<file path="src/rtl/button_conditioner_if.sv">
// Player-control bundle between the panel inputs and the game logic.
//   button        : push buttons, active-high, asynchronous to clk
//   xsw           : panel switches, active-low, asynchronous to clk
//   repeat_en     : per-channel auto-repeat enable, synchronous to clk
//   level         : debounced pressed state, 1 = pressed
//   press         : one-cycle pulse on level rise or auto-repeat tick
//   release_pulse : one-cycle pulse on level fall
// The master side drives the raw controls; the slave side is the conditioner.
interface button_conditioner_if #(
    parameter int unsigned N_CH = 4
);
    logic [N_CH-1:0] button;
    logic [N_CH-1:0] xsw;
    logic [N_CH-1:0] repeat_en;
    logic [N_CH-1:0] level;
    logic [N_CH-1:0] press;
    logic [N_CH-1:0] release_pulse;

    modport master (
        output button, xsw, repeat_en,
        input  level, press, release_pulse
    );

    modport slave (
        input  button, xsw, repeat_en,
        output level, press, release_pulse
    );
endinterface

</file>
<file path="src/rtl/button_conditioner.sv">
// N-channel player-control front end. Each channel merges an active-high button
// with an active-low panel switch, synchronises and debounces the result, and
// produces a clean level plus registered one-cycle press/release pulses.
// Optional auto-repeat re-fires press while a channel is held.
// Ports:
//   clk   : single clock, all state on the rising edge
//   rst_n : asynchronous active-low reset, clears every flop
//   bus   : button_conditioner_if slave (button/xsw/repeat_en in,
//           level/press/release_pulse out)
module button_conditioner #(
    parameter int unsigned N_CH            = 4,
    parameter int unsigned SYNC_STAGES     = 2,
    parameter int unsigned DEBOUNCE_CYCLES = 1000,
    parameter int unsigned REPEAT_DELAY    = 500,
    parameter int unsigned REPEAT_PERIOD   = 100
) (
    input logic                clk,
    input logic                rst_n,
    button_conditioner_if.slave bus
);
    localparam int unsigned DCNT_W    = $clog2(DEBOUNCE_CYCLES) + 1;
    localparam int unsigned RCNT_MAX  = (REPEAT_DELAY > REPEAT_PERIOD) ? REPEAT_DELAY
                                                                       : REPEAT_PERIOD;
    localparam int unsigned RCNT_W    = $clog2(RCNT_MAX) + 1;

    // Auto-repeat phase: waiting for the first repeat, or in the steady period.
    localparam logic PH_DELAY  = 1'b0;
    localparam logic PH_PERIOD = 1'b1;

    localparam logic [DCNT_W-1:0] DCNT_LAST    = DCNT_W'(DEBOUNCE_CYCLES - 1);
    localparam logic [RCNT_W-1:0] DELAY_LIMIT  = RCNT_W'(REPEAT_DELAY);
    localparam logic [RCNT_W-1:0] PERIOD_LIMIT = RCNT_W'(REPEAT_PERIOD);

    logic [N_CH-1:0]        raw;
    logic [SYNC_STAGES-1:0] sync_q [N_CH];
    logic [DCNT_W-1:0]      dcnt_q [N_CH];
    logic [DCNT_W-1:0]      dcnt_d [N_CH];
    logic [RCNT_W-1:0]      rcnt_q [N_CH];
    logic [RCNT_W-1:0]      rcnt_d [N_CH];
    logic [N_CH-1:0]        level_q, level_d;
    logic [N_CH-1:0]        phase_q, phase_d;
    logic [N_CH-1:0]        press_q, press_d;
    logic [N_CH-1:0]        rel_q, rel_d;

    assign raw = bus.button | ~bus.xsw;

    always_comb begin
        logic              sync;
        logic              tick;
        logic [RCNT_W-1:0] limit;
        logic [RCNT_W-1:0] rcnt_inc;
        sync     = 1'b0;
        tick     = 1'b0;
        limit    = '0;
        rcnt_inc = '0;
        level_d  = level_q;
        phase_d  = '0;
        press_d  = '0;
        rel_d    = '0;
        for (int i = 0; i < N_CH; i++) begin
            dcnt_d[i] = '0;
            rcnt_d[i] = '0;
        end

        for (int i = 0; i < N_CH; i++) begin
            sync = sync_q[i][SYNC_STAGES-1];

            // Debounce: any sample agreeing with level restarts the count.
            if (sync != level_q[i]) begin
                if (dcnt_q[i] == DCNT_LAST) begin
                    level_d[i] = ~level_q[i];
                end else begin
                    dcnt_d[i] = dcnt_q[i] + DCNT_W'(1);
                end
            end

            // Auto-repeat only runs while held before and after this edge, so a
            // repeat tick never lands on the rise or fall edge itself.
            tick       = 1'b0;
            phase_d[i] = PH_DELAY;
            limit      = (phase_q[i] == PH_PERIOD) ? PERIOD_LIMIT : DELAY_LIMIT;
            rcnt_inc   = rcnt_q[i] + RCNT_W'(1);
            if (level_q[i] && level_d[i] && bus.repeat_en[i]) begin
                if (rcnt_inc == limit) begin
                    tick       = 1'b1;
                    phase_d[i] = PH_PERIOD;
                end else begin
                    rcnt_d[i]  = rcnt_inc;
                    phase_d[i] = phase_q[i];
                end
            end

            press_d[i] = (level_d[i] & ~level_q[i]) | tick;
            rel_d[i]   = ~level_d[i] & level_q[i];
        end
    end

    always_ff @(posedge clk or negedge rst_n) begin
        if (!rst_n) begin
            for (int i = 0; i < N_CH; i++) begin
                sync_q[i] <= '0;
                dcnt_q[i] <= '0;
                rcnt_q[i] <= '0;
            end
            level_q <= '0;
            phase_q <= '0;
            press_q <= '0;
            rel_q   <= '0;
        end else begin
            for (int i = 0; i < N_CH; i++) begin
                sync_q[i] <= {sync_q[i][SYNC_STAGES-2:0], raw[i]};
                dcnt_q[i] <= dcnt_d[i];
                rcnt_q[i] <= rcnt_d[i];
            end
            level_q <= level_d;
            phase_q <= phase_d;
            press_q <= press_d;
            rel_q   <= rel_d;
        end
    end

    assign bus.level         = level_q;
    assign bus.press         = press_q;
    assign bus.release_pulse = rel_q;

endmodule

</file>
<file path="src/flat_wrapper.sv">
// flat-port wrapper written by rule: the top's interface ports become plain ports
module button_conditioner_flat 
#(
    parameter int unsigned N_CH            = 4,
    parameter int unsigned SYNC_STAGES     = 2,
    parameter int unsigned DEBOUNCE_CYCLES = 1000,
    parameter int unsigned REPEAT_DELAY    = 500,
    parameter int unsigned REPEAT_PERIOD   = 100
)
  (clk, rst_n, bus_button, bus_xsw, bus_repeat_en, bus_level, bus_press, bus_release_pulse);
  button_conditioner_if #(.N_CH(N_CH)) bus_i ();
  input logic clk;
  input logic rst_n;
  input wire logic [$bits(bus_i.button)-1:0] bus_button;
  input wire logic [$bits(bus_i.xsw)-1:0] bus_xsw;
  input wire logic [$bits(bus_i.repeat_en)-1:0] bus_repeat_en;
  output wire logic [$bits(bus_i.level)-1:0] bus_level;
  output wire logic [$bits(bus_i.press)-1:0] bus_press;
  output wire logic [$bits(bus_i.release_pulse)-1:0] bus_release_pulse;
  assign bus_i.button = bus_button;
  assign bus_i.xsw = bus_xsw;
  assign bus_i.repeat_en = bus_repeat_en;
  assign bus_level = bus_i.level;
  assign bus_press = bus_i.press;
  assign bus_release_pulse = bus_i.release_pulse;
  button_conditioner #(.N_CH(N_CH), .SYNC_STAGES(SYNC_STAGES), .DEBOUNCE_CYCLES(DEBOUNCE_CYCLES), .REPEAT_DELAY(REPEAT_DELAY), .REPEAT_PERIOD(REPEAT_PERIOD)) u_core (.clk(clk), .rst_n(rst_n), .bus(bus_i));
endmodule
</file>
<file path="config.mk">
export PLATFORM = sky130hd
export DESIGN_NAME = button_conditioner_flat
export DESIGN_NICKNAME = d
export VERILOG_FILES = /design/src/rtl/button_conditioner_if.sv /design/src/rtl/button_conditioner.sv /design/src/flat_wrapper.sv
export SDC_FILE = /design/constraint.sdc
export NUM_CORES = 1
export LEC_CHECK = 0
export ABC_AREA = 1
export BUFFER_PORTS_ARGS = -buffer_cell sky130_fd_sc_hd__buf_2
export CAP_MARGIN = 5
export CORE_MARGIN = 1.5
export CORE_UTILIZATION = 56
export CTS_CLUSTER_SIZE = 24
export DETAILED_ROUTE_END_ITERATION = 10
export PLACE_DENSITY = 0.82
export SYNTH_ARGS = -nofsm -noshare
export SYNTH_HDL_FRONTEND = slang
export SYNTH_SLANG_ARGS = --single-unit
</file>
<file path="constraint.sdc">
create_clock -name clk -period 3.5 [get_ports clk]
set_input_delay 0.525 -clock clk [delete_from_list [all_inputs] [get_ports clk]]
set_output_delay 0.525 -clock clk [all_outputs]
set_load 0.05 [all_outputs]
</file>
==> run_results.csv, run 1 <==
group,metric,value,unit
status,status,"finished, final reports clean",
placement,gp_congestion,0.8859,
drt,drtPass1Iterations,4,
sta,slew_headroom,48.86,%
finish,layout.nets,711,
die,dieArea,0.01030,mm2
clocking,clock_latency,0.36,ns
die,core,0.009328,mm2
clocking,cts_resized,0,
placement,dp.cells,807,
drt,wl,9532,um
power_and_ir_drop,switching_share,24.82,%
synth,muxShareOfSynthArea,0,%
synth,avgSynthCellArea,8.334,um2
synth,synthAdderAreaFrac,1.842,%
drt,drtIter0Drc,131,
die,placementRows,35,
synth,synth_top_family_by_area,"simple AND/OR/NAND/NOR gates",
critical_path,worstPathRequired,3.77,ns
die,io-pin-count,26,
grt,antenna_found_initial,0,
power_and_ir_drop,power.total,2.425,mW
synth,ys_types,32,
synth,synth_xor_area_share,4.352,%
critical_path,crit_type,"reg -> reg",
hold_path,hold_class,"in -> async",
sta,rsz0062_at_grt,"false",
placement,placed_cell_area,0.005733,mm2
synth,synth_compound_area_share,5.342,%
clocking,cts-root-buf,"clkbuf_8",
clocking,cts_hold_buf,0,
drt,wl_per_cell,11.58,um
clocking,cts_tree,"done",
drt,antenna_left,0,
sta,setup_viol,0,
power_and_ir_drop,p_per_area,407.5,mW/mm2
drt,drc,0,
grt,grt_pass1_vias,4084,
finish,fillers,803,
clocking,cts_made_buffers,9,
finish,final_util,63.80,%
critical_path,critPathLaunchType,"flip-flop",
power_and_ir_drop,pwr-share-comb,9.0,%
power_and_ir_drop,seq_power_share,57.3,%
synth,ys_ff_latch,108,
power_and_ir_drop,p_int,1.823,mW
clocking,ctsHtreeMaxLevel,3,
finish,finalInstanceArea,0.005951,mm2
placement,io_buffers,25,
critical_path,max_stage_delay,0.43,ns
drt,via_per_inst,5.096,
finish,finalNonFillerCells,823,
finish,mostFrequentLayoutCell,"nand2_1",
finish,drive_above_1_share,15.99,%
clocking,postCtsSetupBuffers,0,
die,chipHeight,101.5,um
grt,grt_max_degree,61,
power_and_ir_drop,irDropWorstVdd,0.2154,mV
power_and_ir_drop,p_switching,602.0,uW
finish,n_antenna_cell,0,
grt,grt-ovfl-total,0,
clocking,cts_sinks,108,
synth,syn_nets,674,
sta,tightest_slew,0.7671,ns
critical_path,crit_slowest_cell,"dfrtp_1",
power_and_ir_drop,p_clk_share,33.7,%
sta,finalCriticalPeriod,1.798,ns
clocking,clockBufferDepth,2,
sta,fmaxAchievable,0.5562,GHz
sta,fin_crit_sh,51.37,%
die,die_w,101.5,um
placement,dp_hpwl,7100,um
synth,yosysSeqAreaShare,49.74,%
sta,finClkSkew,0.008437,ns
sta,fin_tns_setup,0,ns
critical_path,cp_cell_sequence,"ha_1 > nand2_1 > nor2_1 > nand3_1 > inv_1 > nor2_1 > inv_1 > a211oi_1",
clocking,clkTransAtPathRegs,0.09,ns
die,start_util,58.26,%
grt,grt_usage,20.51,%
sta,slew_violations,0,
synth,yosys_warnings,0,
critical_path,arrival,2.06,ns
grt,grt_pass1_wl,17000,um
sta,hold_viol,0,
critical_path,cp-end-kind,"flip-flop",
synth,synth_cells,652,
finish,final_cell_mix,"128 x nand2_1, 108 x dfrtp_1, 93 x inv_1",
critical_path,crit_fanout,5,
synth,synth-simple-area-share,31.94,%
power_and_ir_drop,power.leakage,2.681,nW
drt,vias,4194,
job,drv_cap,0,
synth,syn_area,0.005434,mm2
finish,syn_to_final_growth,9.510,%
## through the flow
step                hold WS, ns  worst slack [ns]
floorplan                0.2294             1.901
global placement         0.3356             1.814
detailed placement       0.3347             1.746
CTS                      0.2471             1.735
global route             0.2745             1.510
finish                   0.1987             1.702
## sequential cells by signal (all words and copies together), names as in the netlist
register                  cells
u_core.bus.press              4
u_core.sync_q                 8
u_core.phase_q                4
u_core.bus.level              4
u_core.rcnt_q                40
u_core.dcnt_q                44
u_core.bus.release_pulse      4
## critical path, delay by kind of cell (launching register included)
family	cells	cell delay, ns
AO/OA/AOI/OAI	1	0.25
buffers and inverters	2	0.22
AND/OR/NAND/NOR	4	0.57
adder cells (fa/ha/maj)	1	0.23
flip-flops	1	0.43
## final cells by class
cell class	count	area, um2	share of cell area [%]
timing repair buffer	27	142.6	2.397
clock buffer	12	145.1	2.439
inverter	97	364.1	6.119
multi-input combinational	446	2362	39.70
sequential	108	2703	45.42
tap	129	161.4	2.712
clock inverter	4	72.57	1.220
## Yosys cell counts
| cell | n | share of area [%] |
|---|---|---|
| nand4_1 | 15 | 1.7 |
| nand2_2 | 12 | 1.4 |
| a21oi_1 | 25 | 2.3 |
| inv_1 | 93 | 6.4 |
| o21bai_1 | 2 | 0.28 |
| nor3b_1 | 4 | 0.55 |
| o21a_1 | 3 | 0.41 |
| nand3_2 | 6 | 1.1 |
| nor2_2 | 36 | 4.1 |
| nand3_1 | 46 | 4.2 |
| o21ai_1 | 4 | 0.37 |
| ha_1 | 8 | 1.8 |
| buf_2 | 1 | 0.092 |
| nor4_1 | 3 | 0.35 |
| nor2_4 | 5 | 1.0 |
| o21ai_0 | 10 | 0.92 |
| dfrtp_1 | 108 | 50 |
| and3_1 | 2 | 0.23 |
| xnor2_1 | 9 | 1.5 |
| clkinv_1 | 1 | 0.069 |
| or2_1 | 1 | 0.12 |
| nor3_1 | 21 | 1.9 |
| o21ai_2 | 1 | 0.16 |
| inv_2 | 3 | 0.21 |
| o21bai_2 | 1 | 0.21 |
| nand3b_1 | 1 | 0.14 |
| xor2_1 | 18 | 2.9 |
| nand2_1 | 128 | 8.8 |
| nand2_4 | 4 | 0.83 |
| nor2_1 | 77 | 5.3 |
| o221a_2 | 2 | 0.41 |
| a211oi_1 | 2 | 0.28 |
## final timing paths
path | depth (start not counted) | to | from | slack [ns]
setup / recovery | 8 | u_core.dcnt_q[29]$_DFF_PN0_ | u_core.dcnt_q[22]$_DFF_PN0_ | 1.70
hold / removal | 1 | u_core.rcnt_q[25]$_DFF_PN0_ | rst_n | 0.20
setup reg to reg | 8 | u_core.dcnt_q[29]$_DFF_PN0_ | u_core.dcnt_q[22]$_DFF_PN0_ | 1.70
hold reg to reg | 0 | u_core.sync_q[5]$_DFF_PN0_ | u_core.sync_q[4]$_DFF_PN0_ | 0.35
max in group asynchronous | 2 | u_core.rcnt_q[38]$_DFF_PN0_ | rst_n | 2.47
min in group clk | 2 | u_core.sync_q[6]$_DFF_PN0_ | bus_xsw[0] | 0.31
## layer usage
| metal | vias up | track usage, % | wire [um] |
|---|---|---|---|
| met5 | - | 0 | 0 |
| met2 | 51 | 37.38 | 4789 |
| li1 | 2133 | - | - |
| met4 | 0 | 7.158 | 129 |
| met3 | 12 | 2.484 | 208 |
| met1 | 1998 | 25.03 | 4404 |
## cells by family (layout without fill, tap and decap cells)
group                    Yosys count  after routing
buffers and inverters             98            140
flip-flops                       108            108
AND/OR/NAND/NOR                  361            361
adder cells (fa/ha/maj)            8              8
XOR/XNOR                          27             27
AO/OA/AOI/OAI                     50             50
## power groups by stage
stage               registers, mW  clock network, mW  logic, mW
floorplan                    1.39                  0      0.155
global placement             1.40                  0      0.208
detailed placement           1.41                  0      0.221
CTS                          1.39              0.839      0.223
global route                 1.40              0.888      0.257
finish                       1.39              0.818      0.219
No activity file was read; power rests on OpenSTA's default activity.
==> run 2: changes to the inputs <==
--- a/config.mk
+++ b/config.mk
@@ -5,14 +5,14 @@
 export SDC_FILE = /design/constraint.sdc
 export NUM_CORES = 1
 export LEC_CHECK = 0
-export ABC_AREA = 1
+export ABC_AREA = 0
 export BUFFER_PORTS_ARGS = -buffer_cell sky130_fd_sc_hd__buf_2
 export CAP_MARGIN = 5
 export CORE_MARGIN = 1.5
-export CORE_UTILIZATION = 56
+export CORE_UTILIZATION = 55
 export CTS_CLUSTER_SIZE = 24
 export DETAILED_ROUTE_END_ITERATION = 10
-export PLACE_DENSITY = 0.82
+export PLACE_DENSITY = 0.84
 export SYNTH_ARGS = -nofsm -noshare
 export SYNTH_HDL_FRONTEND = slang
 export SYNTH_SLANG_ARGS = --single-unit
==> constraint.sdc (replaced) <==
create_clock -name clk -period 1.5 [get_ports clk]
set_input_delay 0.225 -clock clk [delete_from_list [all_inputs] [get_ports clk]]
set_output_delay 0.225 -clock clk [all_outputs]
set_load 0.05 [all_outputs]
==> run 2 against run 1 <==
Compared with the run above:
- the run now ends with negative setup slack left
- worst hold slack got worse by 0.17 ns
- register-to-register slack got worse by 2.2 ns
- synthesized cell count decreased by 22%
- clock skew increased by 0.0044 ns
- clock power grew 140%
- total power grew to 2.5 times the previous value
- critical path depth is 1 lower
- worst setup slack got worse by 2.2 ns
- die area shrank 3.4%
==> run_results.csv, run 2 <==
group,metric,value,unit
status,status,"finished with violations",
status,violations,"negative setup slack",
sta,slew_headroom,60.62,%
hold_path,hold_class,"in -> reg",
die,die_w,99.78,um
power_and_ir_drop,p_per_area,808.5,mW/mm2
sta,fin_tns_setup,-19.20,ns
synth,synth-simple-area-share,23.76,%
synth,synth_cells,509,
synth,ys_ff_latch,108,
clocking,cts_sinks,108,
critical_path,ff2ff_path_depth,7,
die,chipHeight,99.78,um
synth,synth_compound_area_share,7.238,%
finish,largest_reg_flops,44,
power_and_ir_drop,p_switching,1.616,mW
synth,syn_nets,531,
sta,finalCriticalPeriod,1.991,ns
finish,top_register,"u_core.dcnt_q",
synth,yosysSeqAreaShare,52.47,%
sta,hold_viol,0,
critical_path,critPathLaunchType,"flip-flop",
drt,vias,4752,
synth,synth_edf_count,0,
critical_path,arrival,2.23,ns
synth,yosys_warnings,0,
synth,synth_xor_area_share,12.22,%
synth,synth.area.top_cells,"dfrtp_1 52%, xor2_1 7.7%, nor2_1 7.0%",
drt,drc,0,
synth,synth_top_area_cell,"dfrtp_1",
placement,io_buffers,25,
critical_path,cp-end-kind,"flip-flop",
synth,synth.most_common_cell,"dfrtp_1",
clocking,clkTransAtPathRegs,0.11,ns
clocking,cts-root-buf,"clkbuf_8",
sta,finClkSkew,0.01283,ns
drt,antenna_left,0,
finish,fillers,448,
finish,layout.nets,701,
synth,ys_types,57,
finish,syn_to_final_growth,47.27,%
critical_path,cp-startpoint,"u_core.rcnt_q[21]$_DFF_PN0_",
sta,rsz0062_at_grt,"true",
synth,synthAdderAreaFrac,1.943,%
hold_path,worst_hold_path.num_cells,2,
sta,finalWorstSetupSlack,-0.4910,ns
synth,synthTopCellsByCount,"108 x dfrtp_1, 96 x nor2_1, 45 x xor2_1",
clocking,ctsHtreeMaxLevel,3,
grt,antenna_found_initial,0,
critical_path,worstPathRequired,1.74,ns
drt,via_per_inst,5.985,
finish,drive_above_1_share,46.85,%
grt,grt_max_degree,109,
power_and_ir_drop,power.leakage,3.357,nW
drt,drtPass1Iterations,7,
grt,grt_pass1_vias,4654,
synth,syn_area,0.005151,mm2
sta,fmaxAchievable,0.5023,GHz
synth,synth_ff_type,"dfrtp_1",
finish,n_antenna_cell,0,
placement,dp_hpwl,7483,um
synth,avgSynthCellArea,10.12,um2
sta,slew_violations,0,
grt,grt_pass1_wl,21760,um
synth,yosysTopAreaCellShare,52.47,%
die,dieArea,0.009955,mm2
drt,wl,16400,um
critical_path,r2r_start,"u_core.rcnt_q[21]$_DFF_PN0_",
synth,synth_top_family_by_area,"simple AND/OR/NAND/NOR gates",
grt,grt-ovfl-total,0,
power_and_ir_drop,irDropWorstVdd,0.5882,mV
die,placementRows,35,
power_and_ir_drop,p_clk_share,32.4,%
finish,mostFrequentLayoutCell,"buf_4",
clocking,cts_tree,"done",
die,core,0.009153,mm2
placement,gp_congestion,0.8280,
drt,drtIter0Drc,241,
sta,setup_viol,82,
power_and_ir_drop,pwr-share-comb,15.1,%
sta,tightest_slew,0.5907,ns
die,io-pin-count,26,
synth,muxShareOfSynthArea,0.7287,%
die,start_util,56.28,%
synth,ys_async_sr_fraction,100.0,%
hold_path,min-delay-start,"bus_button[2]",
finish,final_cell_mix,"116 x buf_4, 104 x dfrtp_1, 51 x nor2_1",
clocking,clock_latency,0.37,ns
drt,wl_per_cell,20.65,um
sta,fin_crit_sh,132.7,%
placement,placed_cell_area,0.006292,mm2
clocking,clockBufferDepth,2,
power_and_ir_drop,switching_share,26.35,%
grt,grt_usage,27.82,%
clocking,cts_made_buffers,9,
finish,largestRegisters,"u_core.dcnt_q: 44 flops, u_core.rcnt_q: 40 flops, u_core.sync_q: 8 flops",
finish,finalInstanceArea,0.007586,mm2
critical_path,crit_fanout,8,
power_and_ir_drop,seq_power_share,52.5,%
job,drv_cap,0,
power_and_ir_drop,p_int,4.517,mW
critical_path,crit_type,"reg -> reg",
## run 2: path summary, 6_finish.rpt
check,end,slack (ns)
worst max-delay path,u_core.rcnt_q[22]$_DFF_PN0_,-0.49
worst min-delay path,u_core.sync_q[2]$_DFF_PN0_,0.03
worst max register to register,u_core.rcnt_q[22]$_DFF_PN0_,-0.49
worst min register to register,u_core.sync_q[5]$_DFF_PN0_,0.36
max in group asynchronous,u_core.rcnt_q[8]$_DFF_PN0_,0.57
min in group asynchronous,u_core.rcnt_q[38]$_DFF_PN0_,0.44
## run 2: final cells by class
class | instances | area, um2 | area share (%)
clock buffers | 11 | 141.4 | 1.864
repair buffers | 172 | 1366 | 18.01
multi-input cells | 380 | 3128 | 41.23
flip-flops and latches | 108 | 2708 | 35.69
inverters | 8 | 30.03 | 0.3958
clock inverters | 4 | 73.82 | 0.9731
well taps | 111 | 138.9 | 1.831
## run 2: logic make-up (layout without fill, tap and decap cells)
group | after synthesis | in the layout
AO/OA/AOI/OAI | 51 | 51
XOR/XNOR | 71 | 71
adder cells (fa/ha/maj) | 8 | 8
buffers and inverters | 21 | 195
flip-flops | 108 | 108
multiplexers | 3 | 3
AND/OR/NAND/NOR | 247 | 247
## run 2: per-layer routing
metal,track usage [%],wire [um],up-vias
li1,-,-,2074
met1,31.83,5876,2377
met2,50.81,8818,207
met3,5.432,705,94
met4,11.70,997,0
met5,0,0,-
## run 2: worst max-delay path: stages, from the launching register on
cell and delay (ns):
dfrtp_1 0.45, buf_6 0.15, and2_4 0.16, o31ai_4 0.26, a31oi_2 0.15, o22a_1 0.27, o21bai_4 0.30, nor2_1 0.12
## run 2: metrics by stage
step | setup slack, ns | total power [mW] | hold WS, ns | cells | util, %
detailed placement | -0.2920 | 3.944 | 0.3403 | 739 | 68.75
CTS | -0.2682 | 5.916 | 0.02136 | 780 | 76.16
global route | -0.5758 | 6.332 | 0.02401 | 794 | 82.88
global placement | -0.2131 | 3.881 | 0.3348 | 739 | 68.75
floorplan | -0.2391 | 3.533 | -0.07059 | 509 | -
finish | -0.4910 | 6.134 | 0.03258 | 794 | 82.88
## run 2: power groups by stage
stage	clock network [mW]	logic (mW)	registers (mW)
6_report	1.98	0.927	3.22
5_1_grt	2.12	0.982	3.23
4_1_cts	1.96	0.768	3.19
3_5_place_dp	0	0.703	3.24
3_3_place_gp	0	0.656	3.23
2_1_floorplan	0	0.272	3.26
## run 2: timing repair
| item | CTS | global route |
|---|---|---|
| setup endpoints to repair | 77 | 93 |
| hold buffers | 5 | 0 |
| pin swaps | 45 | 53 |
| hold endpoints to repair | 112 | 0 |
| buffers inserted | 23 | 18 |
| gates resized for setup | 61 | 115 |
==> run 3: changes to the inputs <==
--- a/config.mk
+++ b/config.mk
@@ -7,12 +7,13 @@
 export LEC_CHECK = 0
 export ABC_AREA = 0
 export BUFFER_PORTS_ARGS = -buffer_cell sky130_fd_sc_hd__buf_2
-export CAP_MARGIN = 5
+export CAP_MARGIN = 20
 export CORE_MARGIN = 1.5
-export CORE_UTILIZATION = 55
+export CORE_UTILIZATION = 35
 export CTS_CLUSTER_SIZE = 24
 export DETAILED_ROUTE_END_ITERATION = 10
-export PLACE_DENSITY = 0.84
+export PLACE_DENSITY = 0.6
+export RECOVER_POWER = 25
 export SYNTH_ARGS = -nofsm -noshare
 export SYNTH_HDL_FRONTEND = slang
 export SYNTH_SLANG_ARGS = --single-unit
==> run 3 against run 2 <==
Compared with the run above:
- the flow still finishes with violations (negative setup slack)
- critical path depth did not move
- total power is 1.2% higher
- sequential power about the same
- routed wire length decreased by 31%
- worst hold slack worse by 0.0071 ns
- sequential share of layout area grew 1.1 points
- largest power group unchanged
==> run_results.csv, run 3 (same netlist as run 2, synthesis figures left out) <==
group,metric,value,unit
status,status,"finished with violations",
status,violations,"negative setup slack",
clocking,clockBufferDepth,2,
finish,largest_reg_flops,44,
grt,grt_pass1_wl,19170,um
drt,drc,0,
finish,syn_to_final_growth,42.82,%
clocking,cts_sinks,108,
hold_path,hold_class,"in -> reg",
clocking,clkTransAtPathRegs,0.07,ns
die,io-pin-count,26,
grt,grt_pass1_vias,4273,
drt,vias,4146,
clocking,cts_made_buffers,9,
hold_path,min-delay-start,"bus_xsw[0]",
critical_path,arrival,2.05,ns
finish,layout.nets,685,
die,placementRows,44,
grt,grt_usage,14.95,%
finish,largestRegisters,"u_core.dcnt_q: 44 flops, u_core.rcnt_q: 40 flops, u_core.sync_q: 8 flops",
drt,wl,11340,um
sta,finClkSkew,0.009096,ns
die,dieArea,0.01545,mm2
finish,finalInstanceArea,0.007357,mm2
die,core,0.01442,mm2
die,die_w,124.3,um
placement,placed_cell_area,0.006446,mm2
drt,antenna_left,0,
sta,fin_crit_sh,121.1,%
power_and_ir_drop,p_clk_share,36.0,%
sta,fin_tns_setup,-10.27,ns
sta,finalCriticalPeriod,1.816,ns
sta,finalWorstSetupSlack,-0.3163,ns
finish,n_antenna_cell,0,
finish,mostFrequentLayoutCell,"buf_4",
sta,fmaxAchievable,0.5506,GHz
critical_path,crit_type,"reg -> reg",
critical_path,worstPathRequired,1.73,ns
placement,io_buffers,25,
drt,drtPass1Iterations,4,
sta,hold_viol,0,
drt,drtIter0Drc,182,
critical_path,r2r_start,"u_core.rcnt_q[20]$_DFF_PN0_",
finish,drive_above_1_share,40.93,%
clocking,cts-root-buf,"clkbuf_16",
hold_path,worst_hold_path.num_cells,2,
critical_path,crit_fanout,8,
power_and_ir_drop,switching_share,24.16,%
finish,top_register,"u_core.dcnt_q",
die,chipHeight,124.3,um
power_and_ir_drop,p_switching,1.499,mW
sta,rsz0062_at_grt,"true",
finish,final_util,51.01,%
clocking,ctsHtreeMaxLevel,3,
power_and_ir_drop,seq_power_share,51.5,%
critical_path,ff2ff_path_depth,7,
power_and_ir_drop,p_int,4.706,mW
placement,gp_congestion,0.8100,
clocking,clock_latency,0.35,ns
grt,grt_max_degree,109,
die,start_util,35.71,%
placement,dp_hpwl,7295,um
clocking,cts_tree,"done",
finish,finalNonFillerCells,851,
finish,fillers,1249,
power_and_ir_drop,power.total,6.205,mW
drt,wl_per_cell,13.32,um
sta,slew_violations,0,
job,drv_cap,0,
sta,setup_viol,59,
grt,antenna_found_initial,0,
critical_path,cp-end-kind,"flip-flop",
critical_path,cp-startpoint,"u_core.rcnt_q[20]$_DFF_PN0_",
power_and_ir_drop,p_per_area,843.4,mW/mm2
grt,grt-ovfl-total,0,
power_and_ir_drop,irDropWorstVdd,0.5538,mV
finish,final_cell_mix,"112 x buf_4, 107 x dfrtp_1, 64 x nor2_1",
sta,slew_headroom,34.23,%
power_and_ir_drop,pwr-share-comb,12.5,%
placement,dp.cells,817,
sta,tightest_slew,0.9865,ns
drt,via_per_inst,4.872,
critical_path,critPathLaunchType,"flip-flop",
power_and_ir_drop,power.leakage,3.255,nW
[run 3: cell count changes in the layout (fill, tap and decap cells not counted), sizes merged]
cell / before / now
nand2: 33 / 34
bufinv: 2 / 0
buf: 167 / 152
clkinvlp: 0 / 1
dlygate4sd3: 5 / 1
clkinv: 2 / 0
clkbuf: 11 / 16
[run 3: metal layers]
| layer | global-route usage [%] | wire [um] | vias up |
|---|---|---|---|
| li1 | - | - | 2045 |
| met1 | 18.19 | 5002 | 2045 |
| met2 | 25.47 | 5843 | 45 |
| met3 | 4.553 | 357 | 11 |
| met4 | 4.530 | 131 | 0 |
| met5 | 0 | 0 | - |
[run 3: power groups by stage]
stage | logic, mW | clock network (mW) | registers (mW)
floorplan | 0.272 | 0 | 3.26
global placement | 0.670 | 0 | 3.23
detailed placement | 0.700 | 0 | 3.24
CTS | 0.706 | 2.33 | 3.19
global route | 0.878 | 2.44 | 3.21
finish | 0.776 | 2.23 | 3.20
[run 3: repair_timing]
action | CTS | global route
hold buffers | 1 | 0
cloned | 0 | 3
setup buffers | 11 | 9
hold endpoints to repair | 108 | 0
resized for setup | 33 | 81
pin swaps | 32 | 43
setup endpoints to repair | 53 | 92
[run 3: path summary, 6_finish.rpt]
kind | endpoint | slack [ns]
max in group asynchronous | u_core.rcnt_q[12]$_DFF_PN0_ | 0.15
setup reg to reg | u_core.rcnt_q[28]$_DFF_PN0_ | -0.32
hold reg to reg | u_core.sync_q[1]$_DFF_PN0_ | 0.35
setup / recovery | u_core.rcnt_q[28]$_DFF_PN0_ | -0.32
hold / removal | u_core.sync_q[6]$_DFF_PN0_ | 0.03
min in group asynchronous | u_core.sync_q[6]$_DFF_PN0_ | 0.63
[run 3: per-stage QoR]
stage / hold WS (ns) / setup WS (ns)
after global routing: 0.01927 / -0.4183
after global placement: 0.3355 / -0.2463
after detailed placement: 0.3347 / -0.3024
final: 0.02547 / -0.3163
after CTS: 0.01181 / -0.2830
after floorplan: -0.07059 / -0.2391
[run 3: worst max-delay path: stages (launching register included)]
cell      delay [ns]
dfrtp_1         0.43
ha_4            0.21
nand3_4         0.08
xor2_2          0.15
or2_0           0.20
o22a_1          0.26
o21bai_4        0.29
nor2_1          0.08
[run 3: cell type report]
type,instances,area [um2],area share (%)
Timing Repair Buffer,155,1196,16.26
Tap cell,184,230.2,3.129
Clock buffer,14,264.0,3.588
Multi-Input combinational cell,381,2925,39.76
Clock inverter,1,7.507,0.1020
Inverter,8,30.03,0.4082
Sequential cell,108,2704,36.75
